===== config.mk =====
export PLATFORM = sky130hd
export DESIGN_NAME = riscv_v_alu_group_sequencer_flat
export DESIGN_NICKNAME = d
export VERILOG_FILES = /design/src/rtl/riscv_v_alu_group_sequencer_if.sv /design/src/rtl/riscv_v_alu_group_sequencer.sv /design/src/flat_wrapper.sv
export SDC_FILE = /design/constraint.sdc
export NUM_CORES = 1
export LEC_CHECK = 0
export CAP_MARGIN = 15
export CORE_MARGIN = 2
export CORE_UTILIZATION = 40
export CTS_BUF_LIST = sky130_fd_sc_hd__clkbuf_16
export DETAILED_ROUTE_END_ITERATION = 10
export GPL_TIMING_DRIVEN = 1
export PLACE_DENSITY = 0.75
export SLEW_MARGIN = 20
export SYNTH_ARGS = -nofsm -noshare
export SYNTH_HDL_FRONTEND = slang
export SYNTH_SLANG_ARGS = --single-unit
export TNS_END_PERCENT = 100

===== constraint.sdc =====
create_clock -name clk -period 2.05 [get_ports clk]
set_input_delay 0.3075 -clock clk [delete_from_list [all_inputs] [get_ports clk]]
set_output_delay 0.3075 -clock clk [all_outputs]
set_load 0.05 [all_outputs]

===== src/rtl/riscv_v_alu_group_sequencer_if.sv =====
// Handshake bundles around the vector ALU group sequencer: the instruction
// request from decode/issue and the per-register micro-op toward the ALU.

interface AluGroupReqIf #(
  parameter int REG_IDX_W   = 5,
  parameter int CTRL_W      = 32,
  parameter int LMUL_LOG2_W = 2
);
  logic                   req_valid;
  logic                   req_ready;
  logic [CTRL_W-1:0]      req_ctrl;
  logic [LMUL_LOG2_W-1:0] req_lmul_log2;
  logic [REG_IDX_W-1:0]   req_vs1;
  logic [REG_IDX_W-1:0]   req_vs2;
  logic [REG_IDX_W-1:0]   req_vd;
  logic                   req_is_reduct;
  logic                   req_is_mask_dst;

  modport master (
    output req_valid, req_ctrl, req_lmul_log2, req_vs1, req_vs2, req_vd,
           req_is_reduct, req_is_mask_dst,
    input  req_ready
  );

  modport slave (
    input  req_valid, req_ctrl, req_lmul_log2, req_vs1, req_vs2, req_vd,
           req_is_reduct, req_is_mask_dst,
    output req_ready
  );
endinterface

interface AluGroupUopIf #(
  parameter int REG_IDX_W = 5,
  parameter int CTRL_W    = 32
);
  logic                 uop_valid;
  logic                 uop_ready;
  logic [CTRL_W-1:0]    uop_ctrl;
  logic [REG_IDX_W-1:0] uop_vs1;
  logic [REG_IDX_W-1:0] uop_vs2;
  logic [REG_IDX_W-1:0] uop_vd;
  logic [2:0]           uop_idx;
  logic                 uop_first;
  logic                 uop_last;
  logic                 uop_use_acc;

  modport master (
    output uop_valid, uop_ctrl, uop_vs1, uop_vs2, uop_vd, uop_idx,
           uop_first, uop_last, uop_use_acc,
    input  uop_ready
  );

  modport slave (
    input  uop_valid, uop_ctrl, uop_vs1, uop_vs2, uop_vd, uop_idx,
           uop_first, uop_last, uop_use_acc,
    output uop_ready
  );
endinterface


===== src/rtl/riscv_v_alu_group_sequencer.sv =====
// Splits one register-group vector ALU instruction (LMUL 1..8) into one
// micro-op per register, with alignment checking and reduction chaining.

module riscv_v_alu_group_sequencer #(
  parameter int REG_IDX_W   = 5,
  parameter int CTRL_W      = 32,
  parameter int LMUL_LOG2_W = 2
) (
  input  logic         clk,
  input  logic         rst,
  AluGroupReqIf.slave  reqIf,
  AluGroupUopIf.master uopIf,
  output logic         busy,
  output logic         done,
  output logic         err
);

  typedef enum logic {IDLE, ISSUE} SeqState;

  SeqState                r_state;
  logic [2:0]             r_idx;
  logic [LMUL_LOG2_W-1:0] r_lmul;
  logic [REG_IDX_W-1:0]   r_vs1;
  logic [REG_IDX_W-1:0]   r_vs2;
  logic [REG_IDX_W-1:0]   r_vd;
  logic                   r_isReduct;
  logic                   r_isMaskDst;
  logic                   r_done;
  logic                   r_err;

  logic                   r_uopValid;
  logic [CTRL_W-1:0]      r_uopCtrl;
  logic [REG_IDX_W-1:0]   r_uopVs1;
  logic [REG_IDX_W-1:0]   r_uopVs2;
  logic [REG_IDX_W-1:0]   r_uopVd;
  logic                   r_uopFirst;
  logic                   r_uopLast;
  logic                   r_uopUseAcc;

  logic                   w_accept;
  logic [REG_IDX_W-1:0]   w_reqMask;
  logic                   w_misaligned;
  logic [3:0]             w_groupSize;
  logic [2:0]             w_lastIdx;
  logic                   w_uopFire;
  logic [2:0]             w_nextIdx;
  logic [REG_IDX_W-1:0]   w_nextOff;

  assign reqIf.req_ready = (r_state == IDLE) && !rst;
  assign w_accept        = reqIf.req_valid && reqIf.req_ready;

  // Low lmul_log2 bits of every checked base must be zero for an aligned group.
  assign w_reqMask    = ~({REG_IDX_W{1'b1}} << reqIf.req_lmul_log2);
  assign w_misaligned = (|(reqIf.req_vs2 & w_reqMask))
                     || (!reqIf.req_is_reduct && |(reqIf.req_vs1 & w_reqMask))
                     || (!reqIf.req_is_reduct && !reqIf.req_is_mask_dst
                         && |(reqIf.req_vd & w_reqMask));

  assign w_groupSize = 4'd1 << r_lmul;
  assign w_lastIdx   = 3'(w_groupSize - 4'd1);
  assign w_uopFire   = r_uopValid && uopIf.uop_ready;
  assign w_nextIdx   = r_idx + 3'd1;
  assign w_nextOff   = {{(REG_IDX_W-3){1'b0}}, w_nextIdx};

  // Micro-op fields are precomputed one cycle ahead so every output is a flop
  // and holds naturally under backpressure.
  always_ff @(posedge clk) begin
    if (rst) begin
      r_state     <= IDLE;
      r_idx       <= '0;
      r_lmul      <= '0;
      r_vs1       <= '0;
      r_vs2       <= '0;
      r_vd        <= '0;
      r_isReduct  <= 1'b0;
      r_isMaskDst <= 1'b0;
      r_done      <= 1'b0;
      r_err       <= 1'b0;
      r_uopValid  <= 1'b0;
      r_uopCtrl   <= '0;
      r_uopVs1    <= '0;
      r_uopVs2    <= '0;
      r_uopVd     <= '0;
      r_uopFirst  <= 1'b0;
      r_uopLast   <= 1'b0;
      r_uopUseAcc <= 1'b0;
    end else begin
      r_done <= 1'b0;
      r_err  <= 1'b0;
      case (r_state)
        IDLE: begin
          if (w_accept) begin
            r_lmul      <= reqIf.req_lmul_log2;
            r_vs1       <= reqIf.req_vs1;
            r_vs2       <= reqIf.req_vs2;
            r_vd        <= reqIf.req_vd;
            r_isReduct  <= reqIf.req_is_reduct;
            r_isMaskDst <= reqIf.req_is_mask_dst;
            if (w_misaligned) begin
              r_err <= 1'b1;
            end else begin
              r_state     <= ISSUE;
              r_idx       <= '0;
              r_uopValid  <= 1'b1;
              r_uopCtrl   <= reqIf.req_ctrl;
              r_uopVs1    <= reqIf.req_vs1;
              r_uopVs2    <= reqIf.req_vs2;
              r_uopVd     <= reqIf.req_vd;
              r_uopFirst  <= 1'b1;
              r_uopLast   <= (reqIf.req_lmul_log2 == '0);
              r_uopUseAcc <= 1'b0;
            end
          end
        end
        ISSUE: begin
          if (w_uopFire) begin
            if (r_idx == w_lastIdx) begin
              r_state     <= IDLE;
              r_idx       <= '0;
              r_done      <= 1'b1;
              r_uopValid  <= 1'b0;
              r_uopCtrl   <= '0;
              r_uopVs1    <= '0;
              r_uopVs2    <= '0;
              r_uopVd     <= '0;
              r_uopFirst  <= 1'b0;
              r_uopLast   <= 1'b0;
              r_uopUseAcc <= 1'b0;
            end else begin
              // Reductions keep the scalar vs1 and single vd; later steps chain the accumulator.
              r_idx       <= w_nextIdx;
              r_uopVs2    <= r_vs2 + w_nextOff;
              r_uopVs1    <= r_isReduct ? r_vs1 : r_vs1 + w_nextOff;
              r_uopVd     <= (r_isReduct || r_isMaskDst) ? r_vd : r_vd + w_nextOff;
              r_uopFirst  <= 1'b0;
              r_uopLast   <= (w_nextIdx == w_lastIdx);
              r_uopUseAcc <= r_isReduct;
            end
          end
        end
        default: r_state <= IDLE;
      endcase
    end
  end

  assign uopIf.uop_valid   = r_uopValid;
  assign uopIf.uop_ctrl    = r_uopCtrl;
  assign uopIf.uop_vs1     = r_uopVs1;
  assign uopIf.uop_vs2     = r_uopVs2;
  assign uopIf.uop_vd      = r_uopVd;
  assign uopIf.uop_idx     = r_idx;
  assign uopIf.uop_first   = r_uopFirst;
  assign uopIf.uop_last    = r_uopLast;
  assign uopIf.uop_use_acc = r_uopUseAcc;

  assign busy = (r_state == ISSUE);
  assign done = r_done;
  assign err  = r_err;

endmodule


===== src/flat_wrapper.sv =====
// flat-port wrapper written by rule: the top's interface ports become plain ports
module riscv_v_alu_group_sequencer_flat 
#(
  parameter int REG_IDX_W   = 5,
  parameter int CTRL_W      = 32,
  parameter int LMUL_LOG2_W = 2
)
  (clk, rst, busy, done, err, reqIf_req_valid, reqIf_req_ctrl, reqIf_req_lmul_log2, reqIf_req_vs1, reqIf_req_vs2, reqIf_req_vd, reqIf_req_is_reduct, reqIf_req_is_mask_dst, reqIf_req_ready, uopIf_uop_valid, uopIf_uop_ctrl, uopIf_uop_vs1, uopIf_uop_vs2, uopIf_uop_vd, uopIf_uop_idx, uopIf_uop_first, uopIf_uop_last, uopIf_uop_use_acc, uopIf_uop_ready);
  AluGroupReqIf #(.REG_IDX_W(REG_IDX_W), .CTRL_W(CTRL_W), .LMUL_LOG2_W(LMUL_LOG2_W)) reqIf_i ();
  AluGroupUopIf #(.REG_IDX_W(REG_IDX_W), .CTRL_W(CTRL_W)) uopIf_i ();
  input  logic clk;
  input  logic rst;
  output logic busy;
  output logic done;
  output logic err;
  input wire logic [$bits(reqIf_i.req_valid)-1:0] reqIf_req_valid;
  input wire logic [$bits(reqIf_i.req_ctrl)-1:0] reqIf_req_ctrl;
  input wire logic [$bits(reqIf_i.req_lmul_log2)-1:0] reqIf_req_lmul_log2;
  input wire logic [$bits(reqIf_i.req_vs1)-1:0] reqIf_req_vs1;
  input wire logic [$bits(reqIf_i.req_vs2)-1:0] reqIf_req_vs2;
  input wire logic [$bits(reqIf_i.req_vd)-1:0] reqIf_req_vd;
  input wire logic [$bits(reqIf_i.req_is_reduct)-1:0] reqIf_req_is_reduct;
  input wire logic [$bits(reqIf_i.req_is_mask_dst)-1:0] reqIf_req_is_mask_dst;
  output wire logic [$bits(reqIf_i.req_ready)-1:0] reqIf_req_ready;
  output wire logic [$bits(uopIf_i.uop_valid)-1:0] uopIf_uop_valid;
  output wire logic [$bits(uopIf_i.uop_ctrl)-1:0] uopIf_uop_ctrl;
  output wire logic [$bits(uopIf_i.uop_vs1)-1:0] uopIf_uop_vs1;
  output wire logic [$bits(uopIf_i.uop_vs2)-1:0] uopIf_uop_vs2;
  output wire logic [$bits(uopIf_i.uop_vd)-1:0] uopIf_uop_vd;
  output wire logic [$bits(uopIf_i.uop_idx)-1:0] uopIf_uop_idx;
  output wire logic [$bits(uopIf_i.uop_first)-1:0] uopIf_uop_first;
  output wire logic [$bits(uopIf_i.uop_last)-1:0] uopIf_uop_last;
  output wire logic [$bits(uopIf_i.uop_use_acc)-1:0] uopIf_uop_use_acc;
  input wire logic [$bits(uopIf_i.uop_ready)-1:0] uopIf_uop_ready;
  assign reqIf_i.req_valid = reqIf_req_valid;
  assign reqIf_i.req_ctrl = reqIf_req_ctrl;
  assign reqIf_i.req_lmul_log2 = reqIf_req_lmul_log2;
  assign reqIf_i.req_vs1 = reqIf_req_vs1;
  assign reqIf_i.req_vs2 = reqIf_req_vs2;
  assign reqIf_i.req_vd = reqIf_req_vd;
  assign reqIf_i.req_is_reduct = reqIf_req_is_reduct;
  assign reqIf_i.req_is_mask_dst = reqIf_req_is_mask_dst;
  assign reqIf_req_ready = reqIf_i.req_ready;
  assign uopIf_uop_valid = uopIf_i.uop_valid;
  assign uopIf_uop_ctrl = uopIf_i.uop_ctrl;
  assign uopIf_uop_vs1 = uopIf_i.uop_vs1;
  assign uopIf_uop_vs2 = uopIf_i.uop_vs2;
  assign uopIf_uop_vd = uopIf_i.uop_vd;
  assign uopIf_uop_idx = uopIf_i.uop_idx;
  assign uopIf_uop_first = uopIf_i.uop_first;
  assign uopIf_uop_last = uopIf_i.uop_last;
  assign uopIf_uop_use_acc = uopIf_i.uop_use_acc;
  assign uopIf_i.uop_ready = uopIf_uop_ready;
  riscv_v_alu_group_sequencer #(.REG_IDX_W(REG_IDX_W), .CTRL_W(CTRL_W), .LMUL_LOG2_W(LMUL_LOG2_W)) u_core (.clk(clk), .rst(rst), .reqIf(reqIf_i), .uopIf(uopIf_i), .busy(busy), .done(done), .err(err));
endmodule

==> impl_results.rst <==
.. list-table::
   :header-rows: 1

   * - Metric
     - Value
   * - Run status
     - finished clean
   * - Core Box Area
     - 9240 um^2
   * - Main synth FF type
     - sky130_fd_sc_hd__dfxtp_1
   * - Fmax
     - 0.488 GHz
   * - Post-Syn Area per Cell
     - 8.43 um^2
   * - HPWL Detailed
     - 8.44 mm
   * - Post-route fraction of the period consumed by the critical path
     - 0.999
   * - Total internal power
     - 3.01 mW
   * - Fraction of the yosys area taken by sequential cells
     - 0.401
   * - Die Area
     - 10300 um^2
   * - Die Wd
     - 101 um
   * - Post-synthesis sequential element count
     - 76
   * - Design Power
     - 4.23 mW
   * - Number of buffers on the longest clock path
     - 2
   * - Effective utilization at floorplan
     - 0.411
   * - Clock latency on the worst-skew pair
     - 0.34 ns
   * - Ys Warns
     - 0
   * - Top cell types by occurrence after synthesis
     - sky130_fd_sc_hd__dfxtp_1, sky130_fd_sc_hd__a21oi_1, sky130_fd_sc_hd__o21ai_0
   * - DRC violation count after routing
     - 0
   * - Routed vias/inst
     - 5.61
   * - Peak per-stage delay on the critical path
     - 0.37 ns
   * - Number of primary I/O pins
     - 113
   * - Biggest area contributors in the synthesized netlist
     - sky130_fd_sc_hd__dfxtp_1, sky130_fd_sc_hd__a21oi_1, sky130_fd_sc_hd__o21ai_0, sky130_fd_sc_hd__ha_1, sky130_fd_sc_hd__nand3_1
   * - Combinational group share of total power
     - 0.206
   * - Port Buffer Count
     - 112
   * - Count of final setup violators
     - 0
   * - First-pass GRT wire length
     - 19.9 mm
   * - Max_cap viols
     - 0
   * - Endpoints failing hold
     - 0
   * - Maximum resistive drop on vdd
     - 0.610 mV
   * - Cell count after placement
     - 709
   * - Antenna violations before repair
     - 0
   * - Vias after detailed routing
     - 4091
   * - Hold-fix buffers, CTS
     - 0
   * - Capturing point of the worst reg2reg path
     - u_core.uopIf.uop_vs1[3]$_SDFFE_PP0P_
   * - Peak fanout along the critical path
     - 5
   * - CP Cell Sequence
     - ha_4 -> xnor2_2 -> inv_2 -> ha_4 -> nor2_1 -> or3_4 -> xnor2_1 -> a31oi_1 -> a21oi_1
   * - Top-area cell type share of the netlist area
     - 0.401
   * - Net Sw Frac
     - 0.289
   * - Top cell type by total area after synthesis
     - sky130_fd_sc_hd__dfxtp_1
   * - All-Layer GR Usage
     - 0.243
   * - Crit-path slowest cell
     - sky130_fd_sc_hd__dfxtp_4
   * - Count of placed standard cells in the final layout, fillers left out
     - 729
   * - Netlist area before placement
     - 3790 um^2
   * - Most frequent cell after synthesis
     - sky130_fd_sc_hd__dfxtp_1
   * - Final net count
     - 666
   * - Die height
     - 101 um
   * - Layout area overhead
     - 56.8%
   * - Maximum number of pins on one net before global-route repair
     - 36
   * - Clock tree from TritonCTS
     - built
   * - Pre-antenna DRT Iters
     - 5
   * - Final cell utilization of the core
     - 0.644
   * - Endpoint type of the worst setup path
     - flip-flop
   * - Async set-or-reset flop fraction in the synthesized netlist
     - 0
   * - Switching power
     - 1.22 mW
   * - Clock Pin Slew Worst Setup and Hold Paths
     - 0.06 ns
   * - Synthesized netlist net count
     - 521
   * - Clock network fraction of design power
     - 0.414
   * - Final min period
     - 2.05 ns
   * - Worst flop-to-flop path startpoint
     - u_core.uopIf.uop_idx[0]$_SDFFE_PP0P_
   * - Final global-route overflow total
     - 0
   * - Core Rows
     - 35
   * - Worst rel slew slack
     - 0.564
   * - Diodes inserted
     - 0
   * - Portion of total power attributed to sequential cells
     - 0.380
   * - Final-report max-slew violation count
     - 0
   * - Category of the critical setup timing path
     - flip-flop to flip-flop
   * - Leakage
     - 2.18 nW
   * - Aggregate routed wire length
     - 12.5 mm
   * - Setup repair after global routing missed its margin
     - yes
   * - Routed wire length per instance
     - 17.2 um
   * - Share of cells above drive strength 1
     - 0.198
   * - Number of buffers created by CTS
     - 9
   * - Transition time at the pin with the least slew margin
     - 0.653 ns
   * - Worst setup SP type
     - flip-flop
   * - Number of standard cells after synthesis
     - 450
   * - Number of different library cells in the post-synthesis netlist
     - 53
   * - Number of global-route vias before repair
     - 3966
   * - Worst EP arrival
     - 2.27 ns
   * - Req. time, crit path
     - 2.27 ns
   * - Worst setup skew after layout
     - 0.00976 ns
   * - TritonCTS Sinks
     - 76
   * - CTS root buf
     - sky130_fd_sc_hd__clkbuf_16
   * - Hold Startpoint
     - reqIf_req_vs1[0]
   * - Hold Path Cell Cnt
     - 4
   * - Slack of the worst reg-to-reg path
     - 0.002 ns
   * - Total power per unit cell area
     - 711 nW/um^2
   * - Worst reg2reg path depth
     - 9
   * - H-tree level count
     - 3
   * - Violation count after the first detailed-route iteration
     - 281
   * - Antenna Nets Post-Route
     - 0
   * - Number of synthesized flops with an enable pin
     - 0
   * - Critical path's most frequent cell
     - sky130_fd_sc_hd__ha_4
   * - Sink of the worst hold path
     - u_core.r_vs1[0]$_SDFFE_PP0P_
   * - RD Place Congestion
     - 0.839
   * - Worst hold-check path type
     - input pin to flip-flop
[critical path, delay by kind of cell (launching register included)]
| kind | cells | cell delay [ns] |
|---|---|---|
| buf+inv | 1 | 0.11 |
| fa+ha+maj | 2 | 0.44 |
| simple gates | 2 | 0.39 |
| compound gates | 2 | 0.34 |
| xor+xnor | 2 | 0.28 |
| flops | 1 | 0.37 |
[final cells by class]
class,count,area (um^2)
fillers,696,3290
multi-input cells,321,2190
repair buffers,174,1690
flip-flops and latches,76,1530
clock buffers,9,225
well taps,129,161
clock inverters,7,98.8
inverters,13,52.6
[per-layer routing]
metal	share of wire	track usage	routed length, um	vias to the layer above
li1	-	-	-	1945
met1	0.41	0.319	5180	1946
met2	0.50	0.391	6200	172
met3	0.066	0.0462	822	28
met4	0.023	0.106	293	0
met5	0	0	0	-
[flip-flops by register name (all words and copies together), names as in the netlist, 2 cells and up]
register,count
u_core.uopIf.uop_ctrl,32
u_core.r_vd,5
u_core.r_vs1,5
u_core.r_vs2,5
u_core.uopIf.uop_vd,5
u_core.uopIf.uop_vs1,5
u_core.uopIf.uop_vs2,5
u_core.uopIf.uop_idx,3
u_core.r_lmul,2
[cells in the final DEF (no fill, tap or decap), drive strengths merged, types with 13 or more instances in the layout]
cell type      synthesis  final
inv                   13     14
a21oi                 51     51
ha                    13     13
nor2b                 13     13
nand4                 13     13
nand3                 32     32
buf                   11     64
o21ai                 48     48
clkdlybuf4s50          0    105
dfxtp                 76     76
nand2                 37     37
[worst max-delay path by stage]
| stage | from | end | slack, ns | cells after the start |
|---|---|---|---|---|
| 2_1_floorplan | reqIf_req_vd[0] | u_core.uopIf.uop_idx[2]$_SDFFE_PP0P_ | -0.01 | 6 |
| 3_3_place_gp | reqIf_req_lmul_log2[0] | u_core.uopIf.uop_idx[2]$_SDFFE_PP0P_ | -0.44 | 6 |
| 3_5_place_dp | reqIf_req_lmul_log2[0] | u_core.uopIf.uop_idx[2]$_SDFFE_PP0P_ | -0.46 | 6 |
| 4_1_cts | u_core.uopIf.uop_idx[0]$_SDFFE_PP0P_ | u_core.uopIf.uop_vs1[3]$_SDFFE_PP0P_ | 0.001 | 9 |
| 5_1_grt | u_core.uopIf.uop_idx[0]$_SDFFE_PP0P_ | u_core.uopIf.uop_vs1[3]$_SDFFE_PP0P_ | -0.05 | 9 |
| 6_report | u_core.uopIf.uop_idx[0]$_SDFFE_PP0P_ | u_core.uopIf.uop_vs1[3]$_SDFFE_PP0P_ | 0.002 | 9 |
[timing repair]
item / in CTS / in global routing
cloned: 0 / 0
gates resized for setup: 23 / 16
setup buffers: 2 / 2
setup endpoints to repair: 23 / 52
pin swaps: 13 / 18
[power by group through the flow]
stage / Sequential, mW / Combinational, mW / Clock, mW
final: 1.61 / 0.870 / 1.75
after global routing: 1.62 / 0.928 / 1.82
after CTS: 1.60 / 0.855 / 1.75
after detailed placement: 1.64 / 0.839 / 0
after global placement: 1.63 / 0.827 / 0
after floorplan: 1.77 / 0.321 / 0
[kinds of logic (layout without fill, tap and decap cells)]
| kind of cell | after synthesis | after routing | share of synthesized area |
|---|---|---|---|
| DFF | 76 | 76 | 0.401 |
| AOI/OAI and AO/OA | 146 | 146 | 0.238 |
| buffers and inverters | 53 | 203 | 0.0580 |
| xor gates and xnor gates | 12 | 12 | 0.0277 |
| muxes | 3 | 3 | 0.00890 |
| and+or+nand+nor | 144 | 144 | 0.208 |
| adders and majority gates | 16 | 16 | 0.0587 |
[stage by stage]
stage / instance area, um^2 / setup WS (ns) / setup TNS (ns) / hold slack [ns]
after floorplan: 3830 / -0.0143 / -0.0143 / 0.416
after global placement: 5470 / -0.436 / -16.64 / 0.453
after detailed placement: 5470 / -0.462 / -19.07 / 0.462
after CTS: 5870 / 0.00113 / 0 / 0.452
after global routing: 5950 / -0.0478 / -0.127 / 0.412
final: 5950 / 0.00205 / 0 / 0.388
Note: power is estimated with default switching activity, not from simulation.
